File: src/rtl/inp_bcd2bin_pkg.sv
// Shared definitions for the input-path BCD-to-binary converter.
// Holds the FSM state encoding, the BCD digit constants used by the
// reverse double-dabble adjust cell, and the default geometry.
package inp_bcd2bin_pkg;

    typedef enum logic [1:0] {
        ST_IDLE = 2'd0,
        ST_CONV = 2'd1,
        ST_DONE = 2'd2
    } state_e;

    localparam logic [3:0] BCD_MAX    = 4'd9;
    localparam logic [3:0] BCD_ADJ_TH = 4'd8;
    localparam logic [3:0] BCD_ADJ    = 4'd3;

    localparam int NDIG_DEF  = 4;
    localparam int OUT_W_DEF = 32;

endpackage

File: src/rtl/inp_bcd2bin_digit_adj.sv
// Reverse double-dabble correction for one BCD digit: after a right shift a
// digit that reads 8 or more carried a half-ten down from the digit above,
// so 3 is taken off to bring it back to a legal BCD weight.
// Ports:
//   digit_i  4-bit digit after the shift
//   digit_o  corrected digit
module inp_bcd2bin_digit_adj
    import inp_bcd2bin_pkg::*;
(
    input  logic [3:0] digit_i,
    output logic [3:0] digit_o
);

    assign digit_o = (digit_i >= BCD_ADJ_TH) ? (digit_i - BCD_ADJ) : digit_i;

endmodule

File: src/rtl/inp_bcd2bin.sv
// Sequential BCD-to-binary converter for the processor input path.
// Captures NDIG packed BCD digits on start, converts them one bit per clock
// by reverse double-dabble and presents a zero-extended binary value with a
// one-cycle valid pulse. Any digit above 9 is reported through err instead.
// Ports:
//   clk      system clock, rising edge
//   rst_n    asynchronous active-low reset
//   start    conversion request, accepted only when idle and not busy
//   bcd_in   packed digits, [3:0] = units
//   bin_out  converted value, held until the next result
//   valid    one-cycle pulse, bin_out/err are new this cycle
//   busy     request in progress
//   err      illegal digit seen in the captured request
//
// state | meaning
// IDLE  | waiting for start (also the one cooldown cycle after a result)
// CONV  | shifting one bit per edge, 4*NDIG iterations
// DONE  | result is registered onto the outputs at the next edge
module inp_bcd2bin
    import inp_bcd2bin_pkg::*;
#(
    parameter int NDIG  = NDIG_DEF,
    parameter int OUT_W = OUT_W_DEF
) (
    input  logic                clk,
    input  logic                rst_n,
    input  logic                start,
    input  logic [4*NDIG-1:0]   bcd_in,
    output logic [OUT_W-1:0]    bin_out,
    output logic                valid,
    output logic                busy,
    output logic                err
);

    localparam int BW = 4 * NDIG;
    localparam int CW = $clog2(BW + 1);

    state_e           state_q,   state_d;
    logic [BW-1:0]    bcd_q,     bcd_d;
    logic [BW-1:0]    bin_q,     bin_d;
    logic [CW-1:0]    cnt_q,     cnt_d;
    logic             bad_q,     bad_d;
    logic [OUT_W-1:0] bin_out_q, bin_out_d;
    logic             valid_q,   valid_d;
    logic             err_q,     err_d;
    logic             busy_q,    busy_d;

    logic [BW-1:0]    bcd_shr;
    logic [BW-1:0]    bcd_adj;
    logic             in_bad;

    assign bcd_shr = bcd_q >> 1;

    for (genvar g = 0; g < NDIG; g++) begin : g_adj
        inp_bcd2bin_digit_adj u_adj (
            .digit_i (bcd_shr[4*g +: 4]),
            .digit_o (bcd_adj[4*g +: 4])
        );
    end

    always_comb begin
        in_bad = 1'b0;
        for (int i = 0; i < NDIG; i++) begin
            if (bcd_in[4*i +: 4] > BCD_MAX) begin
                in_bad = 1'b1;
            end
        end
    end

    always_comb begin
        state_d   = state_q;
        bcd_d     = bcd_q;
        bin_d     = bin_q;
        cnt_d     = cnt_q;
        bad_d     = bad_q;
        bin_out_d = bin_out_q;
        err_d     = err_q;
        valid_d   = 1'b0;
        busy_d    = busy_q;

        // busy stays up through the valid cycle, which also keeps the FSM
        // from accepting a new request until one full idle cycle has passed
        if (valid_q) begin
            busy_d = 1'b0;
        end

        case (state_q)
            ST_IDLE: begin
                if (start && !busy_q) begin
                    bcd_d   = bcd_in;
                    bin_d   = '0;
                    cnt_d   = '0;
                    bad_d   = in_bad;
                    busy_d  = 1'b1;
                    state_d = in_bad ? ST_DONE : ST_CONV;
                end
            end
            ST_CONV: begin
                bin_d   = {bcd_q[0], bin_q[BW-1:1]};
                bcd_d   = bcd_adj;
                cnt_d   = cnt_q + 1'b1;
                if (cnt_q == CW'(BW - 1)) begin
                    state_d = ST_DONE;
                end
            end
            ST_DONE: begin
                bin_out_d = bad_q ? '0 : OUT_W'(bin_q);
                err_d     = bad_q;
                valid_d   = 1'b1;
                state_d   = ST_IDLE;
            end
            default: begin
                state_d = ST_IDLE;
            end
        endcase
    end

    always_ff @(posedge clk or negedge rst_n) begin
        if (!rst_n) begin
            state_q   <= ST_IDLE;
            bcd_q     <= '0;
            bin_q     <= '0;
            cnt_q     <= '0;
            bad_q     <= 1'b0;
            bin_out_q <= '0;
            valid_q   <= 1'b0;
            err_q     <= 1'b0;
            busy_q    <= 1'b0;
        end else begin
            state_q   <= state_d;
            bcd_q     <= bcd_d;
            bin_q     <= bin_d;
            cnt_q     <= cnt_d;
            bad_q     <= bad_d;
            bin_out_q <= bin_out_d;
            valid_q   <= valid_d;
            err_q     <= err_d;
            busy_q    <= busy_d;
        end
    end

    assign bin_out = bin_out_q;
    assign valid   = valid_q;
    assign busy    = busy_q;
    assign err     = err_q;

endmodule

File: config.mk
export PLATFORM = sky130hd
export DESIGN_NAME = inp_bcd2bin
export DESIGN_NICKNAME = d
export VERILOG_FILES = /design/src/rtl/inp_bcd2bin_pkg.sv /design/src/rtl/inp_bcd2bin_digit_adj.sv /design/src/rtl/inp_bcd2bin.sv
export SDC_FILE = /design/constraint.sdc
export NUM_CORES = 1
export LEC_CHECK = 0
export BUFFER_PORTS_ARGS = -buffer_cell sky130_fd_sc_hd__buf_4
export CAP_MARGIN = 15
export CORE_ASPECT_RATIO = 1.2
export CORE_MARGIN = 5
export CORE_UTILIZATION = 55
export DETAILED_ROUTE_END_ITERATION = 6
export PLACE_DENSITY = 0.75
export SLEW_MARGIN = 20
export SYNTH_ARGS = -nofsm -noshare
export SYNTH_HDL_FRONTEND = slang
export SYNTH_SLANG_ARGS = --single-unit
File: constraint.sdc
create_clock -name clk -period 2 [get_ports clk]
set_input_delay 0.1 -clock clk [delete_from_list [all_inputs] [get_ports clk]]
set_output_delay 0.1 -clock clk [all_outputs]
set_load 0.02 [all_outputs]
==> results.json, run 1 <==
{
  "dp_hpwl_mm": 3.90,
  "clock_latency_ns": 0.34,
  "hold_violations": 0,
  "diodes": 0,
  "final_nets": 367,
  "start_util": 0.559,
  "wl_per_cell_um": 13.7,
  "dpl-instance-area_um2": 3160,
  "r2r_start": "state_q[1]",
  "area_growth_pct": 17.7,
  "drt_iter0_markers": 185,
  "vdd_drop_max_uv": 832,
  "drt_pass1_iterations": 4,
  "critPathMaxStageDelay_ns": 0.72,
  "hold_path_class": "in -> reg",
  "tightest_slew_ns": 0.729,
  "die_area_um2": 6830,
  "grt-ovfl-total": 0,
  "io_buffers": 37,
  "p_per_area_nw_per_um2": 1370,
  "crit_chain": "or4b_4, o22ai_1, a21oi_1",
  "fillCellCount": 441,
  "cts_max_path_buffers": 2,
  "stdcell_area_um2": 3410,
  "grt_pass1_vias": 2009,
  "grt_max_degree": 60,
  "grt_pass1_wl_mm": 9.69,
  "synth_flop_cell": "dfrtp_1",
  "finalSetupTns_ns": 0,
  "path_clk_slew_ns": 0.07,
  "antenna_found_initial": 0,
  "rsz0062_at_grt": "no",
  "ys_seq_area_frac": 0.509,
  "netlist.area_leader.share": 0.509,
  "vias": 2097,
  "crit_fanout": 22,
  "routed_wl_mm": 5.58,
  "netlist_instances": 293,
  "crit_slowest_cell": "or4b_4",
  "max_clock_freq_mhz": 620,
  "maxCapViolations": 0,
  "yosysTopAreaCell": "dfrtp_1",
  "synth-edff-count": 0,
  "leakage_uw": 0.00166,
  "ys_warn_count": 0,
  "cts_setup_buffers": 0,
  "period_minus_slack_ns": 1.61,
  "placed_cells": 383,
  "drive_gt1_frac": 0.206,
  "viasPerCell": 5.15,
  "async_flop_share": 1.00,
  "grt.total_usage": 0.180,
  "cts-root-buf": "clkbuf_8",
  "synth_seq_cells": 59,
  "slew_headroom": 0.514,
  "cts_made_buffers": 9,
  "core.rowCount": 29,
  "worstHoldStart": "bcd_in[12]",
  "htree_num_levels": 3,
  "gp_congestion": 0.887,
  "drc": 0,
  "slew_viol_final": 0,
  "avgSynthCellArea_um2": 9.90,
  "setup_viol": 0,
  "pin_count": 54,
  "die_w_um": 76.3,
  "period_share": 0.807,
  "netlist_area_um2": 2900,
  "status": "completed",
  "cts_tree": "done",
  "crit_start": "state_q[1]",
  "finalNonFillerCells": 407,
  "cp-start-kind": "flip-flop",
  "synthTopCellsByArea": "dfrtp_1 (51%), nand2_1 (7.1%), buf_4 (4.4%)",
  "critPathRequiredTime_ns": 2.21,
  "synth_most_common_cell": "dfrtp_1",
  "die_h_um": 89.6,
  "coreArea_um2": 5190,
  "cp.arrival_ns": 1.82,
  "crit_type": "reg -> reg",
  "ant_nets": 0,
  "synthTopCellsByCount": "dfrtp_1 (59), nand2_1 (55), o21ai_0 (23)",
  "clock_sinks": 59,
  "worstSetupEndpointType": "flip-flop",
  "worst_clock_skew_ns": 0.00954,
  "synthDistinctLibCells": 35
}
[sequential cells by signal, indices dropped and copies added, names as in the netlist]
name / cells
busy: 1
bin_out: 16
bcd_q: 16
valid: 1
bin_q: 16
err: 1
cnt_q: 5
state_q: 2
bad_q: 1
[power by group]
| group | internal (µW) | switching [µW] | total [µW] |
|---|---|---|---|
| combinational | 832 | 893 | 1720 |
| clock | 446 | 483 | 929 |
| sequential | 1620 | 407 | 2030 |
[what timing repair did]
action                    CTS  global route
hold endpoints to repair   66             0
gates resized for setup     0             0
hold buffers                8             0
[metal layers]
| layer | wire length [µm] | vias to the layer above | track usage |
|---|---|---|---|
| li1 | - | 1043 | - |
| met1 | 2580 | 990 | 0.234 |
| met2 | 2590 | 53 | 0.280 |
| met3 | 298 | 11 | 0.0433 |
| met4 | 116 | 0 | 0.100 |
| met5 | 0 | - | 0 |
[path summary, 6_finish.rpt]
path / to / slack (ns) / cells after the start
max: bcd_q[14] / 0.39 / 3
min: bcd_q[12] / 0.02 / 3
max reg2reg: bcd_q[14] / 0.39 / 3
min reg2reg: bin_out[11] / 0.48 / 2
max in group asynchronous: bcd_q[7] / 1.15 / 2
min in group asynchronous: bin_out[1] / 0.37 / 2
[cell families after synthesis]
family,Yosys count,synth area share
AO/OA/AOI/OAI,47,0.101
other,1,0.00129
flip-flops,59,0.509
AND/OR/NAND/NOR,110,0.186
multiplexers,16,0.0574
adder cells (fa/ha/maj),8,0.0345
XOR/XNOR,6,0.0181
buffers and inverters,46,0.0923
[layout make-up]
type                       count  area (µm²)  share of cell area
inverter                      13        48.8              0.0143
tap                           62        77.6              0.0227
clock buffer                  10         128              0.0374
timing repair buffer          54         425               0.125
clock inverter                 6        42.5              0.0125
sequential                    59        1480               0.433
multi-input combinational    203        1210               0.356
[worst max-delay path, delay by kind of cell, from the launching register on]
kind	cells	cell delay [ns]
DFF	1	0.52
AOI/OAI and AO/OA	2	0.26
and+or+nand+nor	1	0.72
[through the flow]
step                setup WS (ns)   util  hold WS, ns  total power, µW
floorplan                   0.563      -       -0.196             3240
global placement            0.443  0.610        0.211             3710
detailed placement          0.410  0.610        0.211             3770
CTS                         0.394  0.658      0.00238             4720
global route                0.307  0.658       0.0325             5030
finish                      0.386  0.658       0.0164             4680
[placed cells by master, fill, tap and decap left out, types with 2 or more instances in the layout]
cell type and count:
nand2b_1 18, o221ai_1 3, nand2_1 55, o21ai_0 23
mux2_2 5, inv_1 13, ha_1 8, nand4_1 2
mux2i_1 11, clkbuf_8 9, nand3_1 20, a221o_1 3
buf_4 46, o22ai_1 2, nor2b_1 3, nor2_1 4
a21oi_1 6, clkinvlp_4 5, conb_1 16, a22o_1 2
a2bb2oi_1 3, xnor2_1 6, dlygate4sd3_1 8, dfrtp_1 59
a22oi_1 2
Note: power is estimated with default switching activity, not from simulation.
==> inputs of run 2 (changes only) <==
--- a/config.mk
+++ b/config.mk
@@ -5,13 +5,14 @@
 export SDC_FILE = /design/constraint.sdc
 export NUM_CORES = 1
 export LEC_CHECK = 0
+export ABC_AREA = 1
 export BUFFER_PORTS_ARGS = -buffer_cell sky130_fd_sc_hd__buf_4
 export CAP_MARGIN = 15
 export CORE_ASPECT_RATIO = 1.2
 export CORE_MARGIN = 5
 export CORE_UTILIZATION = 55
 export DETAILED_ROUTE_END_ITERATION = 6
-export PLACE_DENSITY = 0.75
+export PLACE_DENSITY = 0.76
 export SLEW_MARGIN = 20
 export SYNTH_ARGS = -nofsm -noshare
 export SYNTH_HDL_FRONTEND = slang
==> constraint.sdc (replaced) <==
create_clock -name clk -period 1.6 [get_ports clk]
set_input_delay 0.08 -clock clk [delete_from_list [all_inputs] [get_ports clk]]
set_output_delay 0.08 -clock clk [all_outputs]
set_load 0.02 [all_outputs]
==> run 2 against run 1 <==
Against the previous run: first-iteration DRC count fell by 30%; clock power rose by 40%; combinational power rose by 6%; non-clock buffer count fell by 1; sequential power rose by 8%; global-route usage rose by 0.53 points; critical path type unchanged; critical endpoint is now bin_out[3]; highest routed layer unchanged.
==> results.json, run 2 <==
{
  "setup_viol": 0,
  "period_share": 0.885,
  "worst_clock_skew_ns": 0.00990,
  "period_minus_slack_ns": 1.42,
  "async_flop_share": 1.00,
  "area_growth_pct": 19.9,
  "synthTopCellsByArea": "dfrtp_1 (53%), nand2_1 (12%), o21ai_0 (5.2%)",
  "leakage_uw": 0.00167,
  "dp_hpwl_mm": 3.68,
  "rsz0062_at_grt": "no",
  "cp.arrival_ns": 1.66,
  "yosysTopAreaCell": "dfrtp_1",
  "vias": 2142,
  "final_cell_mix": "nand2_1 (89), dfrtp_1 (59), buf_4 (43)",
  "max_clock_freq_mhz": 706,
  "cp-start-kind": "flip-flop",
  "cts_tree": "done",
  "netlist_instances": 315,
  "viasPerCell": 4.97,
  "ys_seq_area_frac": 0.533,
  "cts_made_buffers": 9,
  "netlist.area_leader.share": 0.533,
  "grt-ovfl-total": 0,
  "post_cts_resized": 0,
  "slew_headroom": 0.527,
  "clock_latency_ns": 0.33,
  "placed_cells": 405,
  "critPathRequiredTime_ns": 1.85,
  "grt_pass1_wl_mm": 9.28,
  "synth_most_common_cell": "nand2_1",
  "die_h_um": 87.8,
  "cts-root-buf": "clkbuf_8",
  "diodes": 0,
  "drc": 0,
  "core.rowCount": 28,
  "antenna_found_initial": 0,
  "pin_count": 54,
  "drt_pass1_iterations": 4,
  "finalNonFillerCells": 431,
  "synth-edff-count": 0,
  "tightest_slew_ns": 0.710,
  "slew_viol_final": 0,
  "avgSynthCellArea_um2": 8.80,
  "status": "completed",
  "io_buffers": 37,
  "grt_max_degree": 60,
  "grt.total_usage": 0.185,
  "hold_violations": 0,
  "vdd_drop_max_uv": 732,
  "final_common_cell": "nand2_1",
  "drive_gt1_frac": 0.199,
  "worstSetupEndpointType": "flip-flop",
  "p_per_area_nw_per_um2": 1600,
  "crit_type": "reg -> reg",
  "ant_nets": 0,
  "gp_congestion": 0.802,
  "synth_flop_cell": "dfrtp_1",
  "ys_warn_count": 0,
  "synthDistinctLibCells": 21,
  "clock_sinks": 59,
  "wl_per_cell_um": 12.4,
  "maxCapViolations": 0,
  "coreArea_um2": 4900,
  "grt_pass1_vias": 2130,
  "start_util": 0.565,
  "die_area_um2": 6560,
  "cts_max_path_buffers": 2,
  "crit_fanout": 17,
  "final_nets": 393,
  "finalSetupTns_ns": 0,
  "routed_wl_mm": 5.37,
  "htree_num_levels": 3,
  "netlist_area_um2": 2770,
  "fillCellCount": 398,
  "synthTopCellsByCount": "nand2_1 (89), dfrtp_1 (59), inv_1 (33)",
  "drt_iter0_markers": 129,
  "path_clk_slew_ns": 0.07,
  "die_w_um": 74.8,
  "synth_seq_cells": 59,
  "hold_path_class": "in -> reg"
}
[run 2: cell count changes in the layout (fill, tap and decap cells not counted), moves of 5 or more]
cell      before  now
a21oi_1        6   11
o21ai_0       23   29
xnor2_1        6    0
nand2_1       55   89
nand2b_1      18    0
nor2_1         4   14
inv_1         13   33
o22ai_1        2   16
mux2i_1       11    0
nand3_1       20   10
o21ai_2        0    9
mux2_2         5    0
[run 2: timing repair]
item | CTS | global route
setup buffers | 0 | 0
endpoints found under the hold margin | 68 | 0
setup endpoints to repair | 0 | 0
hold buffers | 10 | 0
[run 2: critical path: stages (launching register included)]
cell     delay, ns
dfrtp_1       0.43
nor2_4        0.15
inv_2         0.04
or2_1         0.45
o21ai_0       0.26
[run 2: report_power, final]
| part | switching (µW) | total [µW] | internal, µW |
|---|---|---|---|
| Sequential | 313 | 2190 | 1880 |
| Combinational | 1160 | 1820 | 663 |
| Clock | 585 | 1300 | 712 |
| Total | 2060 | 5310 | 3250 |
[run 2: metal layers]
layer,part of all wire,up-vias,GRT usage,wire (µm)
met2,0.49,59,0.307,2620
met5,0,-,0,0
met4,0.028,0,0.107,152
met1,0.43,999,0.222,2280
met3,0.058,13,0.0367,310
li1,-,1071,-,-
[run 2: path summary, 6_finish.rpt]
path | from | end | slack (ns) | depth (start not counted)
setup / recovery | state_q[0] | bin_out[3] | 0.18 | 4
hold / removal | bcd_in[3] | bcd_q[3] | 0.06 | 5
setup reg to reg | state_q[0] | bin_out[3] | 0.18 | 4
hold reg to reg | cnt_q[3] | cnt_q[3] | 0.47 | 1
max in group asynchronous | rst_n | bcd_q[1] | 0.78 | 2
min in group asynchronous | rst_n | bin_out[9] | 0.36 | 2
[run 2: logic make-up after synthesis]
logic type | synth area share
AOI/OAI and AO/OA | 0.140
adders and majority gates | 0.0361
buffers and inverters | 0.118
DFF | 0.533
other | 0.00135
and+or+nand+nor | 0.172
[run 2: cell type report]
class                           count  area (µm²)  share of cell area
Tap cell                           60        75.1              0.0226
Clock inverter                      7        68.8              0.0207
Multi-Input combinational cell    208        1020               0.308
Inverter                           35         131              0.0395
Clock buffer                        9         124              0.0373
Sequential cell                    59        1480               0.444
Timing Repair Buffer               53         423               0.127
[run 2: stage by stage]
stage          worst slack, ns   util  total power [µW]  cell area, µm²  hold slack [ns]
2_1_floorplan            0.316      -              3530            2830           -0.216
3_3_place_gp             0.243  0.618              3940            3030            0.184
3_5_place_dp             0.155  0.618              4020            3030            0.185
4_1_cts                  0.144  0.677              5350            3320           0.0521
5_1_grt                 0.0555  0.677              5720            3320           0.0901
6_report                 0.184  0.677              5310            3320           0.0572
==> inputs of run 3 (changes only) <==
--- a/config.mk
+++ b/config.mk
@@ -11,8 +11,9 @@
 export CORE_ASPECT_RATIO = 1.2
 export CORE_MARGIN = 5
 export CORE_UTILIZATION = 55
+export CTS_BUF_LIST = sky130_fd_sc_hd__clkbuf_16
 export DETAILED_ROUTE_END_ITERATION = 6
-export PLACE_DENSITY = 0.76
+export PLACE_DENSITY = 0.8
 export SLEW_MARGIN = 20
 export SYNTH_ARGS = -nofsm -noshare
 export SYNTH_HDL_FRONTEND = slang
==> run 3 against run 2 <==
Against the previous run: sequential power hardly changed; clock-buffer cell count stayed put; sequential share of layout area is 1.6 points lower; combinational power is 2% higher; critical path type unchanged; largest cell class unchanged.
==> results.json, run 3 (synthesis gave the netlist of run 2 again) <==
{
  "final_common_cell": "nand2_1",
  "drt_pass1_iterations": 4,
  "crit_slowest_cell": "dfrtp_1",
  "grt-ovfl-total": 0,
  "viasPerCell": 5.11,
  "cts_made_buffers": 9,
  "wl_per_cell_um": 13.1,
  "fillCellCount": 379,
  "gp_congestion": 0.838,
  "crit_top_cell": "nand2_1",
  "grt.total_usage": 0.190,
  "p_switching_uw": 2130,
  "grt_pass1_vias": 2058,
  "critPathMaxStageDelay_ns": 0.42,
  "routed_wl_mm": 5.68,
  "worstSetupEndpointType": "flip-flop",
  "finalNonFillerCells": 432,
  "die_h_um": 87.8,
  "p_int_uw": 3910,
  "critPathRequiredTime_ns": 1.83,
  "path_clk_slew_ns": 0.05,
  "vias": 2207,
  "grt_max_degree": 60,
  "final_nets": 394,
  "die_w_um": 74.8,
  "status": "completed",
  "cts-root-buf": "clkbuf_16",
  "period_minus_slack_ns": 1.43,
  "vdd_drop_max_uv": 873,
  "grt_pass1_wl_mm": 9.40,
  "final_cell_mix": "nand2_1 (89), dfrtp_1 (59), buf_4 (44)",
  "hold_violations": 0,
  "p_per_area_nw_per_um2": 1750,
  "antenna_found_initial": 0,
  "p_clk_frac": 0.327,
  "area_growth_pct": 24.5,
  "core.rowCount": 28,
  "io_buffers": 37,
  "cp.arrival_ns": 1.66,
  "drt_iter0_markers": 154,
  "tightest_slew_ns": 0.727,
  "finalSetupTns_ns": 0,
  "drc": 0,
  "cts_max_path_buffers": 2,
  "cp-start-kind": "flip-flop",
  "period_share": 0.896,
  "drive_gt1_frac": 0.199,
  "crit_type": "reg -> reg",
  "hold_depth": 5,
  "hold_path_class": "in -> reg",
  "pin_count": 54,
  "setup_viol": 0,
  "coreArea_um2": 4900,
  "clock_latency_ns": 0.32,
  "pwr-share-seq": 0.364,
  "reg2regPathDepth": 5,
  "cts_tree": "done",
  "worst_clock_skew_ns": 0.00467,
  "crit_chain": "nand2_1, nand2_1, inv_1, nand2_1, o21ai_0",
  "diodes": 0,
  "ant_nets": 0,
  "dp_hpwl_mm": 3.62,
  "maxCapViolations": 0,
  "clock_sinks": 59,
  "rsz0062_at_grt": "no",
  "switching_share": 0.353,
  "max_clock_freq_mhz": 698,
  "start_util": 0.565,
  "htree_num_levels": 3,
  "p_comb_frac": 0.308,
  "crit_fanout": 14,
  "die_area_um2": 6560,
  "placed_cells": 406,
  "slew_headroom": 0.515,
  "slew_viol_final": 0,
  "leakage_uw": 0.00173
}
## run 3: changes by cell type in the layout (fill, tap and decap cells not counted)
cell	before	now
clkinv_1	0	2
clkinv_4	1	0
bufinv_16	1	2
buf_4	43	44
clkinv_2	3	1
or2_1	1	0
or2_2	2	3
clkbuf_8	9	0
clkbuf_16	0	9
## run 3: timing repair
| item | CTS | global route |
|---|---|---|
| resized for setup | 0 | 2 |
| endpoints found under the setup margin | 0 | 2 |
| hold buffers | 10 | 0 |
| buffers inserted | 0 | 0 |
| endpoints found under the hold margin | 68 | 0 |
## run 3: path summary, 6_finish.rpt
path / endpoint / from / slack (ns)
worst max-delay path: cnt_q[2] / state_q[0] / 0.17
worst min register to register: busy / valid / 0.46
worst max register to register: cnt_q[2] / state_q[0] / 0.17
min in group asynchronous: bin_out[10] / rst_n / 0.35
max in group asynchronous: bad_q / rst_n / 0.75
worst min-delay path: bcd_q[7] / bcd_in[7] / 0.07
## run 3: per-layer routing
layer  vias up  global-route usage  wire [µm]
met4         0              0.0680         98
met5         -                   0          0
met1      1055               0.233       2290
met2        67               0.317       2890
met3        10              0.0574        394
li1       1075                   -          -
## run 3: per-stage QoR
stage / total power [µW] / hold WS, ns / utilization / cell area, µm² / setup slack, ns
after CTS: 6070 / 0.0620 / 0.703 / 3450 / 0.0924
after floorplan: 3530 / -0.216 / - / 2830 / 0.316
final: 6040 / 0.0668 / 0.703 / 3450 / 0.167
after global placement: 3950 / 0.180 / 0.619 / 3040 / 0.197
after detailed placement: 4020 / 0.187 / 0.619 / 3040 / 0.123
after global routing: 6450 / 0.113 / 0.703 / 3450 / 0.0492
## run 3: final cells by class
class	instances	area, µm²	share of cell area
flip-flops and latches	59	1480	0.428
multi-input cells	208	1020	0.297
repair buffers	54	430	0.125
clock buffers	9	225	0.0653
inverters	35	135	0.0392
clock inverters	7	83.8	0.0243
well taps	60	75.1	0.0218
## run 3: power by group through the flow
stage                     clock (µW)  sequential, µW  combinational, µW
after floorplan                    0            2230               1290
after global placement             0            2200               1750
after detailed placement           0            2210               1800
after CTS                       2000            2200               1870
after global routing            2080            2260               2120
final                           1980            2200               1860
## run 3: critical path, delay by kind of cell, from the launching register on
kind / cells / cell delay (ns)
AO/OA/AOI/OAI: 1 / 0.11
buffers and inverters: 1 / 0.37
flip-flops: 1 / 0.42
AND/OR/NAND/NOR: 3 / 0.44
